File: src/rtl/tick_gen_pkg.sv
// Shared constants and helpers for the multi-channel clock-enable generator.
package tick_gen_pkg;

    // Common divisors for a 5 MHz system clock.
    localparam int unsigned DIV_1S    = 5_000_000;
    localparam int unsigned DIV_1MS   = 5_000;
    localparam int unsigned DIV_BLINK = 2_500_000;

    // Channel-select width; a single channel still gets a 1-bit select.
    function automatic int unsigned sel_width(input int unsigned ch);
        return (ch <= 1) ? 32'd1 : 32'($clog2(ch));
    endfunction

endpackage

File: src/rtl/tick_gen_if.sv
// Control/status bundle between a tick_gen and whoever programs it.
interface tick_gen_if
    import tick_gen_pkg::*;
#(
    parameter int unsigned CH = 2,
    parameter int unsigned W  = 32
);
    localparam int unsigned SW = sel_width(CH);

    logic [CH-1:0] en;
    logic          div_we;
    logic [SW-1:0] div_sel;
    logic [W-1:0]  div_wdata;
    logic [CH-1:0] tick;
    logic [CH-1:0] sq;
    logic [CH-1:0] busy;

    modport master (
        output en, div_we, div_sel, div_wdata,
        input  tick, sq, busy
    );

    modport slave (
        input  en, div_we, div_sel, div_wdata,
        output tick, sq, busy
    );

endinterface

File: src/rtl/tick_gen_ch.sv
// One divider channel: counter, active/pending divisor, tick pulse and square wave.
module tick_gen_ch
    import tick_gen_pkg::*;
#(
    parameter int unsigned W           = 32,
    parameter int unsigned DIV_DEFAULT = DIV_1S
) (
    input  logic         clk,
    input  logic         rst_n,
    input  logic         en,
    input  logic         cnt_en,
    input  logic         we,
    input  logic [W-1:0] wdata,
    output logic         tick,
    output logic         sq,
    output logic         busy
);

    logic [W-1:0] cnt;
    logic [W-1:0] div;
    logic [W-1:0] pend;
    logic [W-1:0] d_eff;
    logic         term;

    // Zero divisor acts as one; an out-of-range count is treated as terminal.
    always_comb begin
        d_eff = (div == '0) ? W'(1) : div;
        term  = (cnt >= (d_eff - W'(1)));
    end

    // Count, emit tick/sq, and swap in the pending divisor at safe points.
    always_ff @(posedge clk) begin
        if (!rst_n) begin
            cnt  <= '0;
            div  <= W'(DIV_DEFAULT);
            pend <= '0;
            busy <= 1'b0;
            tick <= 1'b0;
            sq   <= 1'b0;
        end else begin
            tick <= 1'b0;
            if (cnt_en) begin
                if (term) begin
                    cnt  <= '0;
                    tick <= 1'b1;
                    sq   <= ~sq;
                    if (busy) begin
                        div  <= pend;
                        busy <= 1'b0;
                    end
                end else begin
                    cnt <= cnt + W'(1);
                end
            end else if (!en && busy) begin
                div  <= pend;
                cnt  <= '0;
                busy <= 1'b0;
            end
            // A new write wins over a same-edge apply: it stays pending.
            if (we) begin
                pend <= wdata;
                busy <= 1'b1;
            end
        end
    end

endmodule

File: src/rtl/tick_gen.sv
// Multi-channel clock-enable generator with glitch-free divisor updates.
// Optional build macro TICK_GEN_CASCADE_EN chains channel i>0 onto tick[i-1].
module tick_gen
    import tick_gen_pkg::*;
#(
    parameter int unsigned CH          = 2,
    parameter int unsigned W           = 32,
    parameter int unsigned DIV_DEFAULT = DIV_1S
) (
    input  logic     clk,
    input  logic     rst_n,
    tick_gen_if.slave bus
);

    localparam int unsigned SW = sel_width(CH);

    logic [CH-1:0] cnt_en;
    logic [CH-1:0] tick_w;
    logic [CH-1:0] sq_w;
    logic [CH-1:0] busy_w;

    for (genvar i = 0; i < CH; i++) begin : g_ch
        logic we;

        // Selects that match no channel fall through and are dropped.
        assign we = bus.div_we && (bus.div_sel == SW'(i));

`ifdef TICK_GEN_CASCADE_EN
        if (i == 0) begin : g_head
            assign cnt_en[i] = bus.en[i];
        end else begin : g_link
            assign cnt_en[i] = bus.en[i] && tick_w[i-1];
        end
`else
        assign cnt_en[i] = bus.en[i];
`endif

        tick_gen_ch #(
            .W           (W),
            .DIV_DEFAULT (DIV_DEFAULT)
        ) u_ch (
            .clk    (clk),
            .rst_n  (rst_n),
            .en     (bus.en[i]),
            .cnt_en (cnt_en[i]),
            .we     (we),
            .wdata  (bus.div_wdata),
            .tick   (tick_w[i]),
            .sq     (sq_w[i]),
            .busy   (busy_w[i])
        );
    end

    assign bus.tick = tick_w;
    assign bus.sq   = sq_w;
    assign bus.busy = busy_w;

endmodule

File: src/flat_wrapper.sv
// flat-port wrapper written by rule: the top's interface ports become plain ports
module tick_gen_flat import tick_gen_pkg::*;
#(
    parameter int unsigned CH          = 2,
    parameter int unsigned W           = 32,
    parameter int unsigned DIV_DEFAULT = DIV_1S
)
  (clk, rst_n, bus_en, bus_div_we, bus_div_sel, bus_div_wdata, bus_tick, bus_sq, bus_busy);
  tick_gen_if #(.CH(CH), .W(W)) bus_i ();
  input  logic clk;
  input  logic rst_n;
  input wire logic [$bits(bus_i.en)-1:0] bus_en;
  input wire logic [$bits(bus_i.div_we)-1:0] bus_div_we;
  input wire logic [$bits(bus_i.div_sel)-1:0] bus_div_sel;
  input wire logic [$bits(bus_i.div_wdata)-1:0] bus_div_wdata;
  output wire logic [$bits(bus_i.tick)-1:0] bus_tick;
  output wire logic [$bits(bus_i.sq)-1:0] bus_sq;
  output wire logic [$bits(bus_i.busy)-1:0] bus_busy;
  assign bus_i.en = bus_en;
  assign bus_i.div_we = bus_div_we;
  assign bus_i.div_sel = bus_div_sel;
  assign bus_i.div_wdata = bus_div_wdata;
  assign bus_tick = bus_i.tick;
  assign bus_sq = bus_i.sq;
  assign bus_busy = bus_i.busy;
  tick_gen #(.CH(CH), .W(W), .DIV_DEFAULT(DIV_DEFAULT)) u_core (.clk(clk), .rst_n(rst_n), .bus(bus_i));
endmodule
File: config.mk
export PLATFORM = sky130hd
export DESIGN_NAME = tick_gen_flat
export DESIGN_NICKNAME = d
export VERILOG_FILES = /design/src/rtl/tick_gen_pkg.sv /design/src/rtl/tick_gen_if.sv /design/src/rtl/tick_gen_ch.sv /design/src/rtl/tick_gen.sv /design/src/flat_wrapper.sv
export SDC_FILE = /design/constraint.sdc
export NUM_CORES = 1
export LEC_CHECK = 0
export CORE_ASPECT_RATIO = 1.4
export CORE_MARGIN = 4
export CORE_UTILIZATION = 50
export DETAILED_ROUTE_END_ITERATION = 10
export PLACE_DENSITY = 0.68
export SLEW_MARGIN = 20
export SYNTH_ARGS = -nofsm -noshare
export SYNTH_HDL_FRONTEND = slang
export SYNTH_SLANG_ARGS = --single-unit
File: constraint.sdc
create_clock -name clk -period 11.2 [get_ports clk]
set_input_delay 1.12 -clock clk [delete_from_list [all_inputs] [get_ports clk]]
set_output_delay 1.12 -clock clk [all_outputs]
set_load 0.02 [all_outputs]
# --- After elaboration in Yosys (flattened, before gate mapping) ---
# Cells that the tools add are included.
classes:
  muxes: 26
  bitwise_logic: 3
  n_eq_ne: 6
  order_cmp: 2
  n_reduce_logical: 20
  addsub: 4
ops:
  columns: ["cell", "count"]
  rows:
  - ["32-bit two-way mux", 16]
  - ["32-bit by 1-bit adder with 32-bit output, second input constant", 2]
  - ["32-bit greater-or-equal comparator", 2]
  - ["32-bit logical NOT", 2]
  - ["32-bit by 1-bit subtractor with 32-bit output, second input constant", 2]
  - ["2-bit AND reduction", 6]
  - ["1-bit two-way mux", 10]
  - ["2-bit by 1-bit inequality test with 1-bit output, second input constant", 4]
  - ["3-bit by 1-bit inequality test with 1-bit output, second input constant", 2]
  - ["3-bit AND reduction", 2]
  - ["3-bit nonzero test", 2]
  - ["1-bit logical AND", 4]
  - ["2-bit nonzero test", 2]
  - ["1-bit NOT", 3]
  - ["1-bit logical NOT", 2]
totals:
  wordCells: 73
  in_bits: 38
  ff_bits: 198

# --- Logic depth before layout (Yosys ltp) ---
# Gate-level depths: netlist of the first run.
depth:
  ltp_word: 7
  mapped_depth: 20
  ltp_nobuf: 18

# --- Cells and area by module ---
# Synthesis of the first run repeated with hierarchy kept, for this count alone.
hier_totals:
  cells_unflattened: 1291
  area_unflattened_um2: 10865.4
by_module_without_submodules:
  columns: ["mod", "area_per_inst_um2", "cells_per_inst", "instances"]
  rows:
  - ["tick_gen_ch at u_core.g_ch[0].u_ch", 5427.7, 644, 1]
  - ["tick_gen_ch at u_core.g_ch[1].u_ch", 5421.4, 645, 1]
  - ["tick_gen", 16.3, 2, 1]

# --- Worst setup path after synthesis of the first run ---
# OpenSTA, ideal clock, no wires.
synth_timing:
  kind: "reg-to-reg"
  startpoint: "reg u_core.g_ch[0].u_ch.div[7]"
  endpoint: "reg u_core.g_ch[0].u_ch.div[19]"
  setup_slack_ns: 6.756
  stages_incl_launch_ff: 21
  t_arrival_ns: 4.315
  path_buffers: 2
  required_time_ns: 11.071
  setup_time_ns: 0.129
  cell_sequence: "dfxtp_1 > or4_1 > nor2_1 > nand4_1 > nor4_2 > nor2_1 > ha_1 > nand4_1 > nor4_1 > nand2_1 > xor2_1 > ha_1 > a21oi_1 > nand2_1 > a221oi_1 > nand3_1 > o31ai_1 > buf_2 > buf_2 > mux2i_1 > nand2_1"
synth_between:
  elab_chain_len: 6
synth_rtl:
  columns: ["item", "line", "source"]
  rows:
  - ["start, declared", "tick_gen_ch.sv:20", "logic [W-1:0] div;"]
  - ["start signal, assigned", "tick_gen_ch.sv:35", "div <= W'(DIV_DEFAULT);"]
  - ["start signal, assigned", "tick_gen_ch.sv:48", "div <= pend;"]
  - ["start signal, assigned", "tick_gen_ch.sv:55", "div <= pend;"]
  - ["32-bit logical NOT", "tick_gen_ch.sv:27", "d_eff = (div == '0) ? W'(1) : div;"]
  - ["32-bit two-way mux *", "tick_gen_ch.sv:27", null]
  - ["32-bit by 1-bit subtractor with 32-bit output *", "tick_gen_ch.sv:28", "term = (cnt >= (d_eff - W'(1)));"]
  - ["32-bit greater-or-equal comparator *", "tick_gen_ch.sv:28", null]
  - ["2-bit by 1-bit inequality test with 1-bit output (no line) *", null, null]
  - ["3-bit AND reduction (no line) *", null, null]
# Every way passes the cells marked *; elsewhere a longest branch is shown, timed or not.
# A chain may end at the register's enable or synchronous reset.

# --- Final worst setup path of the first run ---
layout_timing:
  startpoint: "reg u_core.g_ch[0].u_ch.div[7]"
  endpoint: "reg u_core.g_ch[0].u_ch.cnt[26]"
layout_between:
  elab_chain_len: 6
layout_rtl:
  columns: ["item", "line", "source"]
  rows:
  - ["32-bit logical NOT", "tick_gen_ch.sv:27", null]
  - ["32-bit two-way mux *", "tick_gen_ch.sv:27", null]
  - ["32-bit by 1-bit subtractor with 32-bit output *", "tick_gen_ch.sv:28", null]
  - ["32-bit greater-or-equal comparator *", "tick_gen_ch.sv:28", null]
  - ["32-bit two-way mux *", "tick_gen_ch.sv:43", "if (term) begin"]
  - ["32-bit two-way mux *", "tick_gen_ch.sv:42", "if (cnt_en) begin"]
  - ["end signal, assigned", "tick_gen_ch.sv:52", "cnt <= cnt + W'(1);"]
  - ["end, declared", "tick_gen_ch.sv:19", "logic [W-1:0] cnt;"]
# Marks and branches as above.

==> metrics.txt, run 1 <==
Worst Setup End Kind=register; final max-slew violation count=0; critical path launch point type=register; n_diodes=0; CP max FO=58; top post-synthesis cells by area=dfxtp_1 (38%), nand2_1 (10%), ha_1 (8.1%); peak supply drop=0.0001296 V; Overflow after GRT=0; fin crit period=5520 ps; Power Total=~1.5 mW; Area Growth Syn to Fin=11.60%; I/O pin cnt=44; Compound-Gate Fraction of Synth Area=0.1382; fin crit share=0.4929; core area=roughly 21000 sq um; GRT Overall Usage=0.2325; top cells by count, synth=nand2_1 (288), dfxtp_1 (198), a21oi_1 (120), nand3_1 (114), nor2_1 (77); Most used DFF post-synth=dfxtp_1; root buffer cell=clkbuf_16; DRT Wirelength=26.41 mm; post-CTS sizing=0; yosys warns=0; mapped cell area=10450 sq um; post-synthesis xor/xnor area fraction=0.05532; worst-path cell with the longest stage delay=or4_1; effective utilization at floorplan=0.5083; number of vias per cell=around 5.7; port buffer count=between 40 and 50; Hold Vio Cnt, Final=0; Fillers=1877; Chip Width=130.2 um; TritonCTS clock tree=done; hold buffer count at cts=0; WP data arrival=between 5000 and 6000 ps; PwrDens=~130 nW/um^2; Synth Area in Simple Gates=0.2860; drt initial violations=about 500; largest net degree at the start of global routing=between 70 and 80; largest family of logic cells by synthesized area=simple AND/OR/NAND/NOR gates; ys async rst share=0; total number of vias=9220; Hold Crit Class=register to register; final instance area=~12000 sq um; top cell type by total area after synthesis=dfxtp_1; Die Area=23310 sq um; Synth top area share=0.3794; setup ws final=5680 ps; Avg Inst Size Synth=~7.8 sq um; maximum root-to-sink buffer count=2; Synth Register Bits=roughly 200; Final Skew=roughly 13 ps; Max Cap Viol=0; slew margin rel.=0.4333; drt pass-1 iters=5; fin nets=approximately 1.5k; GPL Wtd Cong=0.8712; Post-DP Area=11010 sq um; slew of the pin with the lowest slew margin=~850 ps; Cell variety after synth=56; syn_nets=1448; setup violators final=0; global-route wire length before repair=43.23 mm; WL/cell=16.35 um; vias in the first global route=~8.6k; static leakage=approximately 4.3 nW; dpl ws=~5700 ps; H-tree levels=4; cell mode on critical path=nand4_1; initial antenna violation count=0; Synth Area in Adders=0.08143; critical-path cell list=or4_1 -> nor2_1 -> nand4_1 -> nor4_2 -> nor2_1 -> ha_1 -> nand4_1 -> nor4_1 -> nand2_1 -> xor2_1 -> ha_1 -> nand4_1 -> nor4_1 -> nor3b_1 -> nor3_2 -> buf_4 -> and3_1 -> a221o_1; hold slack=~460 ps; synthesized instance count=1342; kind of critical path=register to register; RSZ-0062 raised after global routing=no; Skew-Pair Late Insertion Delay=roughly 450 ps; Clk pin slew, worst setup/hold paths=about 80 ps; EDFF count, synth=0; sequential area share after synthesis=0.3794; status=complete, no violations; layout cells sized above 1=0.04783; post-synthesis mux area share=0.02108; Max stage delay on crit path=between 500 and 600 ps; Max Freq=roughly 0.18 GHz; Die Ht=roughly 180 um; Post-CTS Setup Inserts=0; post-route ant nets=0; TritonCTS Buffers=17; setup_tns=0 ps; DRC viols=0; hpwl dp=approximately 20 mm; CTS Sinks=around 200; CP Data Required Time=approximately 12000 ps; Cell Rows=between 60 and 70; count leader, synth=nand2_1
where the power goes:
group / internal (mW) / switching (mW) / leakage [nW] / total (mW)
clock: 0.317 / 0.343 / 0.311 / 0.660
sequential: 0.720 / 0.0151 / 1.61 / 0.735
combinational: 0.0405 / 0.0667 / 2.43 / 0.107
total: 1.08 / 0.425 / 4.35 / 1.50
registers in the layout, indices dropped and copies added, names as in the netlist:
signal	flops
u_core.g_ch.u_ch.sq	2
u_core.g_ch.u_ch.pend	64
u_core.g_ch.u_ch.busy	2
u_core.g_ch.u_ch.tick	2
u_core.g_ch.u_ch.div	64
u_core.g_ch.u_ch.cnt	64
stage by stage:
step | std cells | utilization
global route | 1615 | 0.5673
detailed placement | 1583 | 0.5357
CTS | 1615 | 0.5673
global placement | 1583 | 0.5357
finish | 1615 | 0.5673
floorplan | 1342 | -
worst max-delay path: cells and delay by family, from the launching register on:
family                   cells  cell delay (ps)
flip-flops                   1              370
XOR/XNOR                     1               70
adder cells (fa/ha/maj)      2              640
buffers and inverters        1              310
AND/OR/NAND/NOR             13             3740
AO/OA/AOI/OAI                1              250
per-layer routing:
layer  vias to the layer above  share of wire  GRT usage
met1                      4323           0.42     0.2741
met2                       135           0.53     0.4262
met3                        50          0.022    0.03368
met5                         -              0          0
li1                       4712              -          -
met4                         0          0.028    0.07712
cell families after synthesis:
| logic type | count (synthesis) |
|---|---|
| AND/OR/NAND/NOR | 641 |
| XOR/XNOR | 66 |
| buffers and inverters | 92 |
| multiplexers | 22 |
| AO/OA/AOI/OAI | 255 |
| adder cells (fa/ha/maj) | 68 |
| flip-flops | 198 |
placed cells by master, fill, tap and decap left out, drive strengths merged, types with 5 or more instances in the layout:
cell type / n
a21oi: 120
a221o: 6
a31oi: 16
and2: 8
and3: 13
buf: 13
clkbuf: 17
clkdlybuf4s50: 42
clkinv: 5
dfxtp: 198
ha: 68
inv: 32
mux2i: 22
nand2: 290
nand2b: 10
nand3: 114
nand3b: 12
nand4: 24
nor2: 77
nor2b: 9
nor3: 36
nor4: 19
o21a: 5
o21ai: 77
o311ai: 7
or3: 9
or4: 8
xnor2: 36
xor2: 30
path summary, 6_finish.rpt:
kind,slack (ps),end,startpoint,cells past startpoint
min reg2reg,460,u_core.g_ch[0].u_ch.pend[26],u_core.g_ch[0].u_ch.pend[26],2
min,460,u_core.g_ch[0].u_ch.pend[26],u_core.g_ch[0].u_ch.pend[26],2
max reg2reg,5680,u_core.g_ch[0].u_ch.cnt[26],u_core.g_ch[0].u_ch.div[7],18
max,5680,u_core.g_ch[0].u_ch.cnt[26],u_core.g_ch[0].u_ch.div[7],18
area by class of cell:
cell class                 count  area [sq um]  share of cell area
inverter                      22         82.58            0.007082
timing repair buffer          55         518.0             0.04442
multi-input combinational   1052          6128              0.5255
tap                          256         320.3             0.02747
clock inverter                15         222.7             0.01910
clock buffer                  17         425.4             0.03648
sequential                   198          3964              0.3399
Note: power is estimated with default switching activity, not from simulation.
==> inputs of run 2 (changes only) <==
Settings changed: PLACE_DENSITY 0.68 to 0.7.
Clock period 11.2 ns to 4.83 ns, I/O delays scaled along.
==> metrics.txt, run 2 (same netlist as run 1, synthesis figures left out) <==
DRT Wirelength=27.60 mm (+4.5%); static leakage=4.695 nW (+8.0%); global-route wire length before repair=43.26 mm (about the same); PwrDens=273.4 nW/um^2 (+110%); drt initial violations=604 (+20%); n_diodes=0 (unchanged); Worst Setup End Kind=register; core area=20560 sq um (unchanged); kind of critical path=register to register; hold slack=433.8 ps (-23.50 ps); DRC viols=0 (unchanged); WP data arrival=4990 ps (-860 ps); CP Buf/Inv Count=2 (+1); Final Skew=13.53 ps (+0.1850 ps); GRT Overall Usage=0.2324 (about the same); Max Freq=0.2169 GHz (+20%); Area Growth Syn to Fin=18.18%; Clk pin slew, worst setup/hold paths=70 ps (about the same); fin crit period=4610 ps (-910.1 ps); commonest cells after routing, fill and taps aside=nand2_1 (286), dfxtp_1 (197), a21oi_1 (120), nand3_1 (112), nor2_1 (76); I/O pin cnt=44 (unchanged); Post-DP Area=11410 sq um (+3.6%); Die Area=23310 sq um (unchanged); Power Total=3.376 mW (+120%); fin crit share=0.9545 (+0.4616); maximum root-to-sink buffer count=2 (unchanged); port buffer count=43 (unchanged); effective utilization at floorplan=0.5083 (unchanged); Hold Crit Class=input port to register; Hold Vio Cnt, Final=0 (unchanged); root buffer cell=clkbuf_16; critical path launch point type=register; TritonCTS clock tree=done; Skew-Pair Late Insertion Delay=450 ps (about the same); critical-path cell list=or4_4 -> nor4_4 -> nand3_2 -> nor2_4 -> nor2_1 -> ha_1 -> and3_1 -> and3_4 -> nor2b_1 -> xnor2_1 -> ha_1 -> nand4_1 -> nor3_1 -> a221oi_2 -> nand4_1 -> buf_4 -> nor3_4 -> clkbuf_16 -> o211a_1 -> a221o_1; layout cells sized above 1=0.1048 (+0.05695); fin nets=1516 (+4.4%); total number of vias=9554 (+3.6%); Overflow after GRT=0 (unchanged); drt pass-1 iters=5 (unchanged); final max-slew violation count=0 (unchanged); initial antenna violation count=0 (unchanged); Cell Rows=62 (unchanged); Chip Width=130.2 um (unchanged); H-tree levels=4 (unchanged); CP max FO=7 (-88%); number of vias per cell=5.694 (-0.27%); peak supply drop=0.0002276 V (+76%); slew of the pin with the lowest slew margin=1004 ps (+154.2 ps); most common cell after layout, fill and taps aside=nand2_1; status=complete, no violations; CP Data Required Time=5210 ps (-6320 ps); vias in the first global route=8753 (+1.8%); Max stage delay on crit path=570 ps (-20 ps); final instance area=12350 sq um (+5.9%); largest net degree at the start of global routing=103 (+39%); post-route ant nets=0 (unchanged); Max Cap Viol=0 (unchanged); worst-path cell with the longest stage delay=or4_4; CTS Sinks=198 (unchanged); top flop regs=u_core.g_ch.u_ch.cnt (64), u_core.g_ch.u_ch.div (64), u_core.g_ch.u_ch.pend (64); WL/cell=16.45 um (+0.57%); hpwl dp=19.65 mm (+0.67%); Die Ht=179.0 um (unchanged); crit-path leading delay family=simple AND/OR/NAND/NOR gates; slew margin rel.=0.3305 (-0.1028); final core area utilization=0.6007 (+0.03342); setup violators final=0 (unchanged); GPL Wtd Cong=0.9033 (+3.7%); TritonCTS Buffers=17 (unchanged)
## run 2: cell types whose count changed in the layout (fill, tap and decap cells not counted), moves of 3 or more
cell | before | now
buf_12 | 0 | 4
nor4_1 | 18 | 13
clkbuf_16 | 17 | 22
nor3_4 | 0 | 3
buf_4 | 13 | 68
clkinv_4 | 0 | 3
or4_1 | 8 | 5
inv_12 | 5 | 0
clkinv_8 | 5 | 2
nor4_4 | 0 | 3
or4_4 | 0 | 3
## run 2: layer usage
| layer | track usage | share of wire |
|---|---|---|
| met4 | 0.09619 | 0.036 |
| met1 | 0.2744 | 0.42 |
| met2 | 0.4172 | 0.52 |
| met3 | 0.03189 | 0.026 |
| met5 | 0 | 0 |
## run 2: worst register-to-register path, cell delays in order, from the launching register on
cell and delay, ps:
dfxtp_1 370, or4_4 570, nor4_4 280, nand3_2 150, nor2_4 130, nor2_1 70, ha_1 190, and3_1 170
and3_4 190, nor2b_1 130, xnor2_1 190, ha_1 260, nand4_1 220, nor3_1 110, a221oi_2 340, nand4_1 230
buf_4 210, nor3_4 290, clkbuf_16 230, o211a_1 140, a221o_1 100
## run 2: cell type report
| cell class | instances | area (sq um) |
|---|---|---|
| clock buffer | 20 | 456.7 |
| clock inverter | 11 | 113.9 |
| fill | 1827 | 8209 |
| inverter | 22 | 82.58 |
| multi-input combinational | 1052 | 6274 |
| sequential | 198 | 3965 |
| tap | 256 | 320.3 |
| timing repair buffer | 119 | 1136 |
## run 2: power breakdown
| part | switching (mW) | leakage, nW | internal [mW] |
|---|---|---|---|
| Combinational | 0.166 | 2.81 | 0.120 |
| Sequential | 0.0338 | 1.61 | 1.67 |
| Clock | 0.679 | 0.278 | 0.706 |
| Total | 0.879 | 4.70 | 2.50 |
## run 2: path summary, 6_finish.rpt
check                           cells past startpoint                           end  slack, ps                          from
worst max-delay path                               20   u_core.g_ch[1].u_ch.cnt[30]        220   u_core.g_ch[1].u_ch.div[24]
worst min-delay path                                3   u_core.g_ch[1].u_ch.div[29]        430                         rst_n
worst max register to register                     20   u_core.g_ch[1].u_ch.cnt[30]        220   u_core.g_ch[1].u_ch.div[24]
worst min register to register                      2  u_core.g_ch[0].u_ch.pend[29]        460  u_core.g_ch[0].u_ch.pend[29]
## run 2: per-stage QoR
step           std cells  TNS [ps]  worst slack [ps]
2_1_floorplan       1342         0             386.0
3_3_place_gp        1630    -54.61            -23.42
3_5_place_dp        1630     -1809            -119.1
4_1_cts             1662         0             33.84
5_1_grt             1678    -721.6            -72.72
6_report            1678         0             219.8
## run 2: repair_timing
item | CTS | global route
gates cloned | 0 | 5
setup endpoints to repair | 36 | 131
gates resized for setup | 4 | 24
hold buffers | 0 | 0
buffers inserted | 1 | 11
pin swaps | 1 | 13
